`src/rtl/change_dispenser.sv`:
```
// Greedy coin-change issuer: takes a change amount and hands out 25/10/5 coin
// codes one per valid/ready handshake, then pulses done with count and residue.
module change_dispenser #(
   parameter int AMT_W = 8,
   parameter int CNT_W = 8
) (
   input  logic             clk_i,
   input  logic             rst_ni,
   input  logic             start_i,
   input  logic [AMT_W-1:0] amount_i,
   output logic             coin_valid_o,
   output logic [1:0]       coin_sel_o,
   input  logic             coin_ready_i,
   output logic             busy_o,
   output logic             done_o,
   output logic [CNT_W-1:0] coin_cnt_o,
   output logic [AMT_W-1:0] remain_o,
   output logic [1:0]       state_dbg_o
);

   // Handshake: a coin transfers on a rising clk_i edge where coin_valid_o and
   // coin_ready_i are both high; valid and sel hold steady until that edge.

   typedef enum logic [1:0] {
      IDLE = 2'd0,
      DISP = 2'd1,
      DONE = 2'd2
   } state_e;

   localparam logic [AMT_W-1:0] VAL_5  = AMT_W'(5);
   localparam logic [AMT_W-1:0] VAL_10 = AMT_W'(10);
   localparam logic [AMT_W-1:0] VAL_25 = AMT_W'(25);
   localparam logic [CNT_W-1:0] CNT_MAX = {CNT_W{1'b1}};

   state_e           state_q, state_d;
   logic [AMT_W-1:0] remain_q, remain_d;
   logic [CNT_W-1:0] cnt_q, cnt_d;

   logic [1:0]       sel;
   logic [AMT_W-1:0] sel_val;
   logic             offer;

   // Selection depends only on registered remain, so the offer cannot change
   // until the coin is accepted.
   always_comb begin
      sel     = 2'b00;
      sel_val = '0;
      if (remain_q >= VAL_25) begin
         sel     = 2'b11;
         sel_val = VAL_25;
      end else if (remain_q >= VAL_10) begin
         sel     = 2'b10;
         sel_val = VAL_10;
      end else if (remain_q >= VAL_5) begin
         sel     = 2'b01;
         sel_val = VAL_5;
      end
   end

   assign offer = (state_q == DISP) && (sel != 2'b00);

   always_comb begin
      state_d  = state_q;
      remain_d = remain_q;
      cnt_d    = cnt_q;
      case (state_q)
         IDLE: begin
            if (start_i) begin
               remain_d = amount_i;
               cnt_d    = '0;
               state_d  = DISP;
            end
         end
         DISP: begin
            if (!offer) begin
               state_d = DONE;
            end else if (coin_ready_i) begin
               remain_d = remain_q - sel_val;
               if (cnt_q != CNT_MAX) begin
                  cnt_d = cnt_q + 1'b1;
               end
            end
         end
         DONE: begin
            state_d = IDLE;
         end
         default: begin
            state_d = IDLE;
         end
      endcase
   end

   always_ff @(posedge clk_i or negedge rst_ni) begin
      if (!rst_ni) begin
         state_q  <= IDLE;
         remain_q <= '0;
         cnt_q    <= '0;
      end else begin
         state_q  <= state_d;
         remain_q <= remain_d;
         cnt_q    <= cnt_d;
      end
   end

   assign coin_valid_o = offer;
   assign coin_sel_o   = offer ? sel : 2'b00;
   assign busy_o       = (state_q != IDLE);
   assign done_o       = (state_q == DONE);
   assign coin_cnt_o   = cnt_q;
   assign remain_o     = remain_q;
   assign state_dbg_o  = state_q;

endmodule

```
`config.mk`:
```
export PLATFORM = sky130hd
export DESIGN_NAME = change_dispenser
export DESIGN_NICKNAME = d
export VERILOG_FILES = /design/src/rtl/change_dispenser.sv
export SDC_FILE = /design/constraint.sdc
export NUM_CORES = 1
export LEC_CHECK = 0
export BUFFER_PORTS_ARGS = -buffer_cell sky130_fd_sc_hd__buf_2
export CAP_MARGIN = 15
export CORE_UTILIZATION = 50
export CTS_CLUSTER_DIAMETER = 30
export DETAILED_ROUTE_END_ITERATION = 6
export PLACE_DENSITY = 0.75
export SLEW_MARGIN = 20
export SYNTH_ARGS = -nofsm -noshare
export SYNTH_HDL_FRONTEND = slang
export SYNTH_SLANG_ARGS = --single-unit
```
`constraint.sdc`:
```
create_clock -name clk_i -period 4.3 [get_ports clk_i]
set_clock_uncertainty 0.2 [all_clocks]
set_input_delay 0.43 -clock clk_i [delete_from_list [all_inputs] [get_ports clk_i]]
set_output_delay 0.43 -clock clk_i [all_outputs]
set_load 0.01 [all_outputs]
```
After elaboration in Yosys (flattened, before gate mapping):

Cells that the tools add are included.

* bits in registers: 18
* latch bits: 0
* RAM bits: 0
* ROM bits: 0
* bits of input ports: 12
* output and inout bits: 23
* word-level logic and storage cells: 43
* memories: 0

* $add $sub $neg: 2
* $mul: 0
* divide/modulo/power cells: 0
* magnitude comparators: 3
* eq/ne operators: 8
* shift operators: 0
* mux-type cells: 19
* bitwise gates (word level): 0
* reduce and logical (&&, ||, !) cells: 8

Operators with widths (number)
* two-way mux 8 bit: 7
* case mux 8 bit (2 select lines): 2
* two-way mux 2 bit: 5
* adder 8 x 1 -> 8 bit, second input constant: 1
* >= comparator 8 x 3 -> 1 bit, second input constant: 1
* >= comparator 8 x 4 -> 1 bit, second input constant: 1
* >= comparator 8 x 5 -> 1 bit, second input constant: 1
* != test 2 bit, second input constant: 4
* != test 8 bit, second input constant: 1
* subtractor 8 bit: 1
* nonzero test 2 bit: 3
* two-way mux 5 bit: 1
* AND reduction 5 bit: 1
* two-way mux 4 bit: 1
* case mux 2 bit (2 select lines): 1
* AND reduction 4 bit: 1
* two-way mux 3 bit: 1
* equality test 2 x 1 -> 1 bit, second input constant: 1
* equality test 2 bit, second input constant: 1
* logical NOT 2 bit: 1
* != test 2 x 1 -> 1 bit, second input constant: 1
* AND reduction 2 bit: 1
* logical AND 1 bit: 1
* two-way mux 1 bit: 1

Logic depth before layout (Yosys ltp):

Gate-level depths: netlist (run 1).

* depth after elaboration: 8
* depth in mapped cells: 14
* mapped depth without buffers: 13

Worst setup path before layout (run 1):

OpenSTA, ideal clock, no wires.

* path kind: register to register
* start point: register remain_q[3], in the netlist remain_o[3]
* end point: register remain_q[6], in the netlist remain_o[6]
* library setup time: 134 ps
* arrival: 2628 ps
* required time: 3966 ps
* path slack: 1338 ps
* cell stages (with the launch flop): 15
* path buffers: 1
* period minus slack after synthesis: 2962 ps
* cells stage by stage: dfrtp_1 -> clkbuf_1 -> inv_1 -> o211a_1 -> o32ai_1 -> a21oi_1 -> or2_2 -> ha_1 -> inv_1 -> fa_1 -> a21oi_1 -> a21oi_1 -> o21ai_0 -> a311oi_1 -> o22ai_1

* longest elaborated chain between the ends: 8
* elaborated cells on any way between the ends: 17
* those cells by class: add/sub (1); order compare (3); eq/ne (1); mux (9); reduce/logical (3)

RTL lines
* start: declaration: RTL line 36 `logic [AMT_W-1:0] remain_q, remain_d;`
* start signal: assignment: RTL line 100 `remain_q <= remain_d;`
* >= comparator 8 x 3 -> 1 bit: RTL line 54 `end else if (remain_q >= VAL_5) begin`
* two-way mux 3 bit / two-way mux 1 bit (equally long branches): RTL line 54
* two-way mux 4 bit / two-way mux 2 bit (equally long branches): RTL line 51 `end else if (remain_q >= VAL_10) begin`
* two-way mux 5 bit / two-way mux 2 bit (equally long branches): RTL line 48 `if (remain_q >= VAL_25) begin`
* subtractor 8 bit / nonzero test 2 bit (equally long branches): RTL line 78, 60
* two-way mux 8 bit / logical AND 1 bit (equally long branches): RTL line 77, 60
* two-way mux 8 bit / != test 2 bit (equally long branches)
* case mux 8 bit (2 select lines) / AND reduction 4 bit (equally long branches)

Several ways; a longest one is shown, not always the timed one. The select of a mux whose other input is x is not followed.
A chain may end at the register's enable or synchronous reset.

Worst setup path after layout (run 1):

* start point: register remain_q[4], in the netlist remain_o[4]
* end point: register remain_q[5], in the netlist remain_o[5]

Same word-level chain as after synthesis.

==> results of run 1 <==
[placed cells by master (no fill, tap or decap), drive strengths merged, types with 3 or more instances in the layout]
cell and instances:
or3 5, inv 5, a31oi 4, nand2 13, nand4 3, nor2 13
and3 3, buf 34, o21ai 10, nand3 5, nand2b 3, a21oi 16
o21a 4, dfrtp 18, ha 5, clkbuf 4
[final cells by class]
cell class                      count  area (um2)
Inverter                            5       18.77
Sequential cell                    18       450.4
Multi-Input combinational cell    122       798.3
Clock buffer                        4       36.28
Tap cell                           30       37.54
Timing Repair Buffer               35       180.2
Fill cell                         236       955.9
[registers in the layout (all words and copies together) (netlist names)]
register and count:
coin_cnt_o 8, remain_o 8, state_dbg_o 2
[power by group]
| part | internal, mW | switching (mW) |
|---|---|---|
| Clock | 0.0517 | 0.0557 |
| Sequential | 0.235 | 0.121 |
| Combinational | 0.293 | 0.384 |
| Total | 0.579 | 0.561 |
[worst paths after layout]
check | to
min in group asynchronous | coin_cnt_o[7]$_DFFE_PN0P_
max in group asynchronous | remain_o[0]$_DFFE_PN0P_
max reg2reg | remain_o[5]$_DFFE_PN0P_
min reg2reg | coin_cnt_o[3]$_DFFE_PN0P_
max | remain_o[5]$_DFFE_PN0P_
min | remain_o[1]$_DFFE_PN0P_
[critical path: cells and delay by family, from the launching register on]
kind | cells | cell delay, ps
AOI/OAI and AO/OA | 5 | 1350
adders and majority gates | 1 | 380
DFF | 1 | 480
and+or+nand+nor | 2 | 730
[routing by layer]
layer | wire length, um | part of all wire, % | vias up | GRT usage, %
met3 | 157 | 4.8 | 2 | 3.448
met4 | 14 | 0.43 | 0 | 8.772
li1 | - | - | 638 | -
met5 | 0 | 0 | - | 0
met2 | 1617 | 50 | 46 | 44.94
met1 | 1460 | 45 | 642 | 32.21
[kinds of logic after synthesis]
group                    Yosys count  synth area share [%]
buffers and inverters             11                 4.039
AND/OR/NAND/NOR                   60                 24.33
multiplexers                       2                 1.635
XOR/XNOR                           1                0.6732
flip-flops                        18                 34.62
AO/OA/AOI/OAI                     53                 28.37
adder cells (fa/ha/maj)            6                 6.346
==> impl_metrics.py, run 1 <==
metrics = {
    "clock_network": {
        "cts.sinks": 18,
        "cts_tree": "yes",
        "ctsHtreeMaxLevel": 1,
        "clk_latency_ps": 300,
        "root_buffer": "clkbuf_4",
        "ctsHoldBuffers": 1,
        "cts_buffer_depth": 2,
        "numCtsBuffers": 3,
        "clkTransAtPathRegs_ps": 110,
        "cts_setup_buffers": 0,
        "post_cts_resized": 0,
    },
    "worst_setup_path": {
        "cp-start-kind": "flop",
        "slowest_delay_ps": 610,
        "r2r_cells": 8,
        "cp_max_fo": 8,
        "critPathRequiredTime_ps": 4300,
        "crit_start": "remain_o[4]$_DFFE_PN0P_",
        "rrSetupSlack_ps": 1070,
        "criticalPathCategory": "flop to flop",
        "worstPathArrival_ps": 3240,
        "end_kind": "flop",
        "worstReg2RegStart": "remain_o[4]$_DFFE_PN0P_",
        "path_cells": "nor4_1 -> o21ai_0 -> ha_1 -> a21oi_1 -> nand3_1 -> a311oi_1 -> a31oi_1 -> o22a_2",
        "critPathSlowestCell": "nor4_1",
    },
    "worst_hold_path": {
        "whs_path_depth": 3,
        "min-delay-start": "amount_i[1]",
        "min_path_type": "input pin to flop",
    },
    "synth": {
        "async_flop_share_pct": 100.0,
        "yosysMostFrequentCell": "dfrtp_1",
        "synth.distinct_cells": 49,
        "synthesis.nets": 169,
        "synth_common_cells": "dfrtp_1, a21oi_1, nand2_1, nor2_1, o21ai_0",
        "ys.flop_type": "dfrtp_1",
        "ys_warn_count": 0,
        "synth_area_leader_cell": "dfrtp_1",
        "synth_edf_count": 0,
        "synthTopCellsByArea": "dfrtp_1, a21oi_1, ha_1",
        "ys_ff_latch": 18,
        "synth.avg_cell_area_um2": 8.618,
        "ys_seq_area_share_pct": 34.62,
        "syn-cell-area_um2": 1301,
        "syn_inst": 151,
        "synth_top_area_share_pct": 34.62,
    },
    "floorplan": {
        "die_w_um": 53.02,
        "dieArea_um2": 2811,
        "die_h_um": 53.02,
        "initial_core_util_pct": 52.53,
        "io-pin-count": 35,
        "coreArea_um2": 2477,
        "rows": 18,
    },
    "global_route": {
        "antenna_found_initial": 0,
        "grt_pass1_wl_mm": 5.223,
        "grt_max_degree": 19,
        "grtUsageTotal_pct": 25.77,
        "grt_pass1_vias": 1147,
        "overflow": 0,
    },
    "power_and_ir_drop": {
        "peakVddDrop_uv": 435.4,
        "power.leakage_nw": 0.7009,
        "p_total_mw": 1.140,
        "p_per_area_nw_per_um2": 749.2,
    },
    "drt": {
        "viasPerCell": 6.206,
        "drcViolationCount": 2,
        "ant_nets": 0,
        "drt-total-wl_mm": 3.248,
        "drtIter0Drc": 45,
        "detail_route.wl_per_cell_um": 15.18,
        "drt_pass1_iterations": 6,
        "vias": 1328,
    },
    "sta": {
        "hold_violations": 0,
        "max_freq_mhz": 309.4,
        "fin_crit_ps": 3232,
        "grt_setup_unrepaired": "false",
        "worst_slack_ps": 1068,
        "slew_headroom_pct": 54.93,
        "period_share_pct": 75.17,
        "holdWs_ps": 183.9,
        "slew_violations": 0,
        "worst_pin_slew_ps": 676.1,
        "setup_tns_ps": 0,
        "setup_viol": 0,
    },
    "layout": {
        "syn2layout_area_growth_pct": 16.92,
        "final_cell_area_um2": 1521,
        "n_antenna_cell": 0,
        "final_util_pct": 61.41,
        "nets": 203,
        "drive_gt1_share_pct": 25.00,
        "final_cells": 214,
    },
    "status": {
        "violations": "design-rule violations",
        "status": "complete, but fails checks",
    },
    "place": {
        "place_inst": 209,
        "gp_congestion": 1.023,
        "hpwlAfterDp_mm": 2.410,
        "portBuffers": 34,
        "dpl-instance-area_um2": 1475,
        "pre_cts_ws_ps": 1119,
    },
    "run": {
        "max_cap_violations": 0,
    },
}
No activity file was read; power rests on OpenSTA's default activity.
==> inputs of run 2 (changes only) <==
CORE_UTILIZATION = 47   (was 50)
PLACE_DENSITY = 0.73   (was 0.75)
clock period = 2.8 ns   (was 4.3 ns; I/O delays follow)
==> impl_metrics.py, run 2 (synthesis results as in run 1) <==
metrics = {
    "status": {
        "status": "complete, but fails checks",
        "violations": "negative setup slack",
    },
    "place": {
        "dpl-instance-area_um2": 1608,
        "hpwlAfterDp_mm": 2.702,
        "place_inst": 225,
        "portBuffers": 34,
        "gp_congestion": 0.9310,
    },
    "sta": {
        "fin_crit_ps": 2870,
        "setup_viol": 1,
        "slew_violations": 0,
        "worst_pin_slew_ps": 757.5,
        "worst_slack_ps": -70.34,
        "slew_headroom_pct": 49.50,
        "hold_violations": 0,
        "grt_setup_unrepaired": "true",
        "max_freq_mhz": 348.4,
        "period_share_pct": 102.5,
        "setup_tns_ps": -70.34,
    },
    "global_route": {
        "overflow": 0,
        "grtUsageTotal_pct": 26.89,
        "top_usage_layer": "met2",
        "grt_max_degree": 19,
        "antenna_found_initial": 0,
        "grt_use_met1_pct": 35.65,
        "use_met2_pct": 46.59,
        "grtUsageMet3_pct": 0.8333,
        "grt_pass1_vias": 1269,
        "grt_pass1_wl_mm": 5.768,
    },
    "drt": {
        "drtIter0Drc": 79,
        "drt_pass1_iterations": 5,
        "drcViolationCount": 0,
        "detail_route.wl_per_cell_um": 17.72,
        "vias": 1504,
        "drt-total-wl_mm": 4.235,
        "ant_nets": 0,
        "viasPerCell": 6.293,
    },
    "power_and_ir_drop": {
        "peakVddDrop_uv": 885.0,
        "p_per_area_nw_per_um2": 1273,
        "power.leakage_nw": 0.8353,
    },
    "floorplan": {
        "io-pin-count": 35,
        "dieArea_um2": 2983,
        "rows": 18,
        "die_w_um": 54.62,
        "die_h_um": 54.62,
        "initial_core_util_pct": 51.13,
        "coreArea_um2": 2545,
    },
    "worst_setup_path": {
        "critPathMostFrequentCell": "a21oi_2",
        "critPathRequiredTime_ps": 2810,
        "cp-start-kind": "flop",
        "cp_max_fo": 5,
        "critPathSlowestCell": "dfrtp_1",
        "slowest_delay_ps": 450,
        "criticalPathCategory": "flop to flop",
        "path_cells": "o211a_1 -> o32ai_2 -> a21oi_2 -> or2_4 -> ha_4 -> nand3b_1 -> a21oi_2 -> a311oi_2 -> buf_4 -> o21a_1 -> o22a_2",
        "end_kind": "flop",
        "worstPathArrival_ps": 2880,
    },
    "layout": {
        "final_common_cell": "buf_2",
        "drive_gt1_share_pct": 43.54,
        "final_cells": 239,
        "nets": 228,
        "final_cell_mix": "buf_2, buf_4, dfrtp_1",
        "n_antenna_cell": 0,
        "syn2layout_area_growth_pct": 41.44,
        "final_cell_area_um2": 1841,
    },
    "clock_network": {
        "root_buffer": "clkbuf_4",
        "ctsHtreeMaxLevel": 1,
        "cts_tree": "yes",
        "clkTransAtPathRegs_ps": 120,
        "cts.sinks": 18,
        "cts_buffer_depth": 2,
        "clk_latency_ps": 300,
        "numCtsBuffers": 3,
    },
    "worst_hold_path": {
        "min_path_type": "input pin to flop",
    },
    "run": {
        "max_cap_violations": 0,
    },
}
run 2: layout make-up:
class | instances | area (um2)
Clock buffer | 4 | 36.28
Fill cell | 184 | 704.4
Inverter | 5 | 18.77
Multi-Input combinational cell | 122 | 928.4
Sequential cell | 18 | 451.7
Tap cell | 30 | 37.54
Timing Repair Buffer | 60 | 367.9
run 2: power breakdown:
group          total (mW)  leakage [nW]  internal [mW]  switching, mW
clock network       0.171        0.0210         0.0792         0.0914
logic                1.66         0.593          0.773          0.891
registers           0.508         0.221          0.363          0.146
run 2: final timing paths:
kind,to,slack [ps],from,cells past startpoint
max,remain_o[5]$_DFFE_PN0P_,-70,remain_o[1]$_DFFE_PN0P_,11
min,remain_o[0]$_DFFE_PN0P_,50,amount_i[0],3
max reg2reg,remain_o[5]$_DFFE_PN0P_,-70,remain_o[1]$_DFFE_PN0P_,11
min reg2reg,coin_cnt_o[3]$_DFFE_PN0P_,400,coin_cnt_o[3]$_DFFE_PN0P_,2
max in group asynchronous,remain_o[4]$_DFFE_PN0P_,1840,rst_ni,2
min in group asynchronous,coin_cnt_o[0]$_DFFE_PN0P_,240,rst_ni,2
run 2: metrics by stage:
step	setup slack [ps]	utilization, %	hold WS (ps)	power, mW
4_1_cts	10.36	66.86	49.42	2.041
3_5_place_dp	-57.95	63.18	39.73	1.784
2_1_floorplan	-20.99	-	-215.6	1.307
5_1_grt	-159.6	72.32	63.78	2.496
3_3_place_gp	-19.09	63.18	41.33	1.738
6_report	-70.34	72.32	53.88	2.343
run 2: layer usage:
| layer | vias to the layer above | wire length [um] |
|---|---|---|
| met5 | - | 0 |
| met1 | 716 | 1696 |
| met3 | 20 | 282 |
| li1 | 688 | - |
| met2 | 80 | 2058 |
| met4 | 0 | 197 |
run 2: what timing repair did:
action	CTS	global route
gates resized for setup	5	20
gates cloned	0	0
hold endpoints to repair	18	0
hold buffers	1	0
setup buffers	4	5
pin swaps	4	13
setup endpoints to repair	3	4
run 2: worst max-delay path: cells and delay by family (launching register included):
family	cells	cell delay (ps)
AOI/OAI and AO/OA	7	1310
adders and majority gates	1	160
buffers and inverters	1	160
DFF	1	450
and+or+nand+nor	2	500
